===== src/rtl/pwr_seq_ctrl_n.sv =====
// pwr_seq_ctrl_n: panel power-sequence controller for N supply rails.
//
// Power-up order: rail_en[0] .. rail_en[N-1], one rail every STEP_CYCLES.
// Then lcd_rst is released after RST_CYCLES, and hs_start/pwr_good rise
// after HS_CYCLES. When pwr_req drops, lcd_rst/hs_start/pwr_good fall on
// the next edge and the rails are disabled in reverse order, one every
// STEP_CYCLES, starting from the highest enabled rail. pwr_req is a level:
// it is ignored while powering down, and a new power-up starts from OFF.
//
// Optional feature macro: PWR_SEQ_PG_CHECK_EN
//   Defined   : per-rail power-good supervision. A rail's pg_in is checked
//               from the first clock after its step window onwards (all
//               rails in RST_HOLD/HS_WAIT/ON). A low pg_in enters FAULT:
//               every output drops and fault=1 until pwr_req goes low.
//   Undefined : pg_in is ignored and fault is tied low.
//
// Ports:
//   clk      in   reference clock (12 MHz)
//   reset    in   synchronous active-high reset
//   pwr_req  in   1 = power the panel up, 0 = power it down
//   pg_in    in   per-rail power-good (only used with PWR_SEQ_PG_CHECK_EN)
//   rail_en  out  per-rail supply enables, 1 = rail on
//   lcd_rst  out  panel reset, active low
//   hs_start out  panel ready, HS/PLL path may run
//   pwr_good out  sequence complete (state ON)
//   busy     out  sequencing up or down
//   fault    out  sticky power-good fault
module pwr_seq_ctrl_n #(
  parameter int NUM_RAILS   = 3,
  parameter int STEP_CYCLES = 120000,
  parameter int RST_CYCLES  = 60000,
  parameter int HS_CYCLES   = 12000
) (
  input  logic                 clk,
  input  logic                 reset,
  input  logic                 pwr_req,
  input  logic [NUM_RAILS-1:0] pg_in,
  output logic [NUM_RAILS-1:0] rail_en,
  output logic                 lcd_rst,
  output logic                 hs_start,
  output logic                 pwr_good,
  output logic                 busy,
  output logic                 fault
);

  localparam int MAX_SR = (STEP_CYCLES > RST_CYCLES) ? STEP_CYCLES : RST_CYCLES;
  localparam int MAX_C  = (MAX_SR > HS_CYCLES) ? MAX_SR : HS_CYCLES;
  localparam int CW     = $clog2(MAX_C + 1);
  localparam int IW     = (NUM_RAILS > 1) ? $clog2(NUM_RAILS) : 1;

  // Windows are counted load..0, so the load value is the length minus one.
  localparam logic [CW-1:0] STEP_LOAD = CW'(STEP_CYCLES - 1);
  localparam logic [CW-1:0] RST_LOAD  = CW'(RST_CYCLES - 1);
  localparam logic [CW-1:0] HS_LOAD   = CW'(HS_CYCLES - 1);
  localparam logic [IW-1:0] LAST_IDX  = IW'(NUM_RAILS - 1);

  typedef enum logic [2:0] {
    S_OFF, S_UP, S_RST_HOLD, S_HS_WAIT, S_ON, S_DOWN, S_FAULT
  } state_t;

  state_t               state_reg, state_next;
  logic [CW-1:0]        cnt_reg, cnt_next;
  logic [IW-1:0]        idx_reg, idx_next;   // highest rail currently enabled
  logic                 pg_bad;

  logic [NUM_RAILS-1:0] rail_mask;
  logic [NUM_RAILS-1:0] rail_en_next;
  logic                 lcd_rst_next, hs_start_next, pwr_good_next, busy_next, fault_next;

`ifdef PWR_SEQ_PG_CHECK_EN
  logic [NUM_RAILS-1:0] pg_chk;
  // During UP only rails whose step window has finished are supervised.
  generate
    for (genvar gi = 0; gi < NUM_RAILS; gi++) begin : g_pg_chk
      assign pg_chk[gi] = (state_reg == S_UP) ? (idx_reg > IW'(gi))
                        : (state_reg inside {S_RST_HOLD, S_HS_WAIT, S_ON});
    end
  endgenerate
  assign pg_bad = |(pg_chk & ~pg_in);
`else
  logic pg_unused;
  assign pg_unused = ^pg_in;
  assign pg_bad    = 1'b0;
`endif

  // State, counter, index and registered outputs.
  always_ff @(posedge clk) begin
    if (reset) begin
      state_reg <= S_OFF;
      cnt_reg   <= '0;
      idx_reg   <= '0;
      rail_en   <= '0;
      lcd_rst   <= 1'b0;
      hs_start  <= 1'b0;
      pwr_good  <= 1'b0;
      busy      <= 1'b0;
      fault     <= 1'b0;
    end else begin
      state_reg <= state_next;
      cnt_reg   <= cnt_next;
      idx_reg   <= idx_next;
      rail_en   <= rail_en_next;
      lcd_rst   <= lcd_rst_next;
      hs_start  <= hs_start_next;
      pwr_good  <= pwr_good_next;
      busy      <= busy_next;
      fault     <= fault_next;
    end
  end

  // Next-state logic.
  always_comb begin
    state_next = state_reg;
    idx_next   = idx_reg;
    cnt_next   = (cnt_reg != '0) ? cnt_reg - CW'(1) : cnt_reg;
    case (state_reg)
      S_OFF: begin
        if (pwr_req) begin
          state_next = S_UP;
          idx_next   = '0;
          cnt_next   = STEP_LOAD;
        end
      end
      S_UP, S_RST_HOLD, S_HS_WAIT, S_ON: begin
        if (pg_bad) begin
          state_next = S_FAULT;
          idx_next   = '0;
          cnt_next   = '0;
        end else if (!pwr_req) begin
          // Shutdown starts from the current (highest enabled) rail.
          state_next = S_DOWN;
          cnt_next   = STEP_LOAD;
        end else if (cnt_reg == '0) begin
          if (state_reg == S_UP) begin
            if (idx_reg == LAST_IDX) begin
              state_next = S_RST_HOLD;
              cnt_next   = RST_LOAD;
            end else begin
              idx_next = idx_reg + IW'(1);
              cnt_next = STEP_LOAD;
            end
          end else if (state_reg == S_RST_HOLD) begin
            state_next = S_HS_WAIT;
            cnt_next   = HS_LOAD;
          end else if (state_reg == S_HS_WAIT) begin
            state_next = S_ON;
          end
        end
      end
      S_DOWN: begin
        if (cnt_reg == '0) begin
          if (idx_reg == '0) begin
            state_next = S_OFF;
          end else begin
            idx_next = idx_reg - IW'(1);
            cnt_next = STEP_LOAD;
          end
        end
      end
      S_FAULT: begin
        if (!pwr_req) begin
          state_next = S_OFF;
        end
      end
      default: begin
        state_next = S_OFF;
        idx_next   = '0;
        cnt_next   = '0;
      end
    endcase
  end

  // Rails 0..idx are on whenever a sequence is in progress or complete.
  generate
    for (genvar gi = 0; gi < NUM_RAILS; gi++) begin : g_rail_mask
      assign rail_mask[gi] = (idx_next >= IW'(gi));
    end
  endgenerate

  // Output logic: computed from the next state so outputs update with it.
  always_comb begin
    rail_en_next  = '0;
    lcd_rst_next  = 1'b0;
    hs_start_next = 1'b0;
    pwr_good_next = 1'b0;
    busy_next     = 1'b0;
    if (state_next inside {S_UP, S_RST_HOLD, S_HS_WAIT, S_ON, S_DOWN}) begin
      rail_en_next = rail_mask;
    end
    if (state_next inside {S_HS_WAIT, S_ON}) begin
      lcd_rst_next = 1'b1;
    end
    if (state_next == S_ON) begin
      hs_start_next = 1'b1;
      pwr_good_next = 1'b1;
    end
    if (state_next inside {S_UP, S_RST_HOLD, S_HS_WAIT, S_DOWN}) begin
      busy_next = 1'b1;
    end
`ifdef PWR_SEQ_PG_CHECK_EN
    fault_next = (state_next == S_FAULT);
`else
    fault_next = 1'b0;
`endif
  end

endmodule


===== config.mk =====
export PLATFORM = sky130hd
export DESIGN_NAME = pwr_seq_ctrl_n
export DESIGN_NICKNAME = d
export VERILOG_FILES = /design/src/rtl/pwr_seq_ctrl_n.sv
export SDC_FILE = /design/constraint.sdc
export NUM_CORES = 1
export LEC_CHECK = 0
export BUFFER_PORTS_ARGS = -buffer_cell sky130_fd_sc_hd__buf_2
export CORE_MARGIN = 4
export CORE_UTILIZATION = 40
export CTS_CLUSTER_DIAMETER = 50
export DETAILED_ROUTE_END_ITERATION = 10
export PLACE_DENSITY = 0.57
export SLEW_MARGIN = 15
export SYNTH_ARGS = -nofsm -noshare
export SYNTH_HDL_FRONTEND = slang
export SYNTH_SLANG_ARGS = --single-unit

===== constraint.sdc =====
create_clock -name clk -period 2.37 [get_ports clk]
set_input_delay 0.237 -clock clk [delete_from_list [all_inputs] [get_ports clk]]
set_output_delay 0.237 -clock clk [all_outputs]
set_load 0.01 [all_outputs]

==> results by stage <==
Final layout:
- In the layout the commonest cells are dfxtp_1 (28), a21oi_1 (26), buf_4 (25), nor2_1 (18), nand2_1 (17).
- The count of fill cells added during filler insertion is 453.
- In the final layout, the share of cells above drive strength 1 is 18.9%.
- The leading cell type in the layout, fill and taps excluded is dfxtp_1.
- From synthesis to final layout, the design area changed by 17.3%.
- 0 antenna diodes ended up in the layout.
- The flip-flop count of the largest register after layout is 17.
- The net count of the finished layout is 273.
- The final core utilization is 49.2%.

Detailed routing:
- The count of antenna-violating nets left after detailed routing is 0.
- The routed design has 4680 microns of wire.
- The first detailed-routing pass ran for 4 iterations.
- After detailed routing, the average wire length per cell comes to 15.0 microns.
- The detailed router placed 1,749 vias in this run.
- The number of violations reported at the end of detailed-routing iteration 0 is 120.
- The residual DRC count is 0.
- The detailed-route vias per instance is 5.62.

Global route:
- The routing usage on met3 is 2.13%.
- The global routing stage identified its most utilized layer as met2.
- The number of global-route vias before repair is 1,578.
- Entering global routing, the biggest net connects 16 pins.
- Across every metal layer, demand over resource in global routing totals 16.6%.
- For this run, global-route usage on met2 was measured as 25.0%.
- Global routing used 24.3% of the available met1 tracks.
- After global routing the overflow that remains totals 0.
- The number of antenna violations at the first check in global routing came to 0.
- The wire length of the first global-routing pass is 7860 microns.

Synthesis:
- Ranked by total cell area, the synthesized netlist is headed by dfxtp_1 (30%), a21oi_1 (7.0%), ha_1 (4.7%).
- The post-synth net total is 245.
- The sequential cell area fraction in the yosys report is 30.1%.
- After synthesis, the share of flip-flops with an asynchronous set or reset is 0%.
- Counting every instance in the synthesized netlist gives 232.
- The synthesized netlist occupies a cell area of 1860 sq um.
- The average instance area after synthesis is 8.02 sq um.
- The cell taking the most area after synthesis is dfxtp_1.
- The number of synthesized register bits is 28.
- The predominant post-synthesis flop cell is dfxtp_1.
- The fraction of post-synthesis cell area in the top cell type by area is 30.1%.
- The number of distinct library cells after synthesis is 50.
- The count of flip-flops with a built-in enable after synthesis is 0.
- The Yosys step of the flow raised 0 warnings.

Clock network:
- The clock buffer count from CTS is 3.
- CTS saw 28 sinks.
- In this run, post-CTS hold repair placed 0 buffers.
- Post-CTS repair changed the size of 0 cells.
- The clock latency of the later-clocked register in the worst-skew pair is 280 ps.
- The longest clock path from root to sink contains 2 buffers.
- The clock tree from TritonCTS is yes.
- CTS built an H-tree with a depth of 1.
- Clock-pin slew was measured on the worst setup and hold paths at 100 ps.
- In this run the post-CTS setup repair buffer count came out at 0.
- The tree is rooted in a clkbuf_8.

Critical path:
- The data arrival at the endpoint of the critical path is 2430 ps.
- STA puts the critical path data required time at 2590 ps.
- The critical path is of the register to register type.
- Of all nets on the critical path, the largest fanout is 10.
- STA classifies the critical path endpoint as a register.
- The kind of start point of the critical path is a register.

Timing:
- In this run the tightest slew margin relative to its limit is 60.4%.
- The final number of max-transition violations is 0.
- For the pin with the worst max-slew slack, the measured transition is 588 ps.
- The number of hold-slack violations in the final timing report came to 0.
- After routing, the total negative slack on setup checks comes to 0 ps.
- The final critical path takes up 93.2% of the cycle.
- The number of setup violations in the final report is 0.
- The final worst clock skew is 2.19 ps.
- Setup repair after global routing left no endpoint under its margin.
- Subtracting the final worst setup slack from the clock period gives 2210 ps.
- Static timing analysis puts the maximum clock frequency at 453 MHz.

Pwr:
- For this design the static power due to leakage is 0.897 nW.
- For this design the ratio of total power to cell area is 664 nW/um^2.
- IR analysis of the VDD net gives a maximum drop of 0.000321 V.
- The completed layout was analyzed and its total power is 1.45 mW.

Run:
- The max-cap check violation count is 0.

Floorplan:
- In this run the vertical extent of the chip is 76.2 microns.
- After floorplanning, the core was divided into 24 placement rows.
- The floorplan step defined a die boundary enclosing 5810 sq um.
- Measured along the x axis, the die boundary spans 76.2 microns.
- The number of placed I/O pins is 14.
- For this configuration, the core starts out at a cell density of 41.9%.
- The floorplan step defined a core boundary enclosing 4440 sq um.

Place:
- At the end of routability-driven placement, the weighted congestion stood at 0.857.
- The number of buffers added on ports is 9.
- The post-detailed-placement half-perimeter wirelength is 3570 microns.

Run status:
- The flow ran to the end, and the final reports show no timing, DRC or antenna violations.

Hold path:
- The worst min-delay path class is input port to register.
## final cells by class
class | count | area, sq um | area share, %
Clock buffer | 4 | 55.1 | 2.52
Inverter | 12 | 45.0 | 2.06
Multi-Input combinational cell | 181 | 1230 | 56.1
Sequential cell | 28 | 561 | 25.7
Tap cell | 52 | 65.1 | 2.98
Timing Repair Buffer | 34 | 233 | 10.7
## cell usage after synthesis (2+ instances only)
cell and number:
a21o_1 5, a21oi_1 26, a221oi_1 4, a311oi_1 2
a31oi_1 2, a32o_1 2, and2_1 5, and3_1 3
buf_4 3, clkbuf_1 6, dfxtp_1 28, ha_1 7
inv_1 12, mux2i_1 3, nand2_1 17, nand2b_1 2
nand3_1 7, nand3b_1 2, nand4_1 2, nor2_1 18
nor2b_1 5, nor3_1 13, nor4_1 6, nor4_4 3
o21a_1 2, o21ai_0 11, o31a_1 2, o31ai_1 2
or3_1 2, xnor2_1 7, xor2_1 4
## path summary, 6_finish.rpt
kind	startpoint	slack [ps]	to	depth (start not counted)
setup / recovery	cnt_reg[1]	160	cnt_reg[12]	8
hold / removal	reset	240	idx_reg[0]	2
setup reg to reg	cnt_reg[1]	160	cnt_reg[12]	8
hold reg to reg	cnt_reg[1]	600	cnt_reg[1]	2
## per-stage QoR
step,cell area [sq um],instances,hold WS (ps),setup slack [ps]
floorplan,1860,232,309,238
global placement,2100,307,532,118
detailed placement,2100,307,541,95.9
CTS,2150,311,235,58.7
global route,2180,311,223,12.5
finish,2180,311,242,160
## per-layer routing
layer / routed length (microns) / part of all wire [%]
met1: 2370 / 51
met2: 2040 / 44
met3: 217 / 4.6
met4: 47 / 1.0
met5: 0 / 0
## where the power goes
group | leakage (nW) | internal [mW] | switching (mW)
registers | 0.231 | 0.528 | 0.0749
logic | 0.638 | 0.253 | 0.286
clock network | 0.0288 | 0.149 | 0.159
total | 0.897 | 0.930 | 0.520
## worst max-delay path, cell delays in order, from the launching register on
cell,delay (ps)
dfxtp_1,330
inv_1,70
ha_1,180
nor4b_4,270
nand4_2,180
buf_4,220
or3_1,360
o311a_1,370
a21oi_1,150
## logic make-up after synthesis
family / synth area share [%]
muxes: 1.61
xor gates and xnor gates: 5.17
AOI/OAI and AO/OA: 23.6
other: 0.201
buffers and inverters: 5.64
adders and majority gates: 5.24
and+or+nand+nor: 28.4
DFF: 30.1
(Power assumes the default switching activity.)
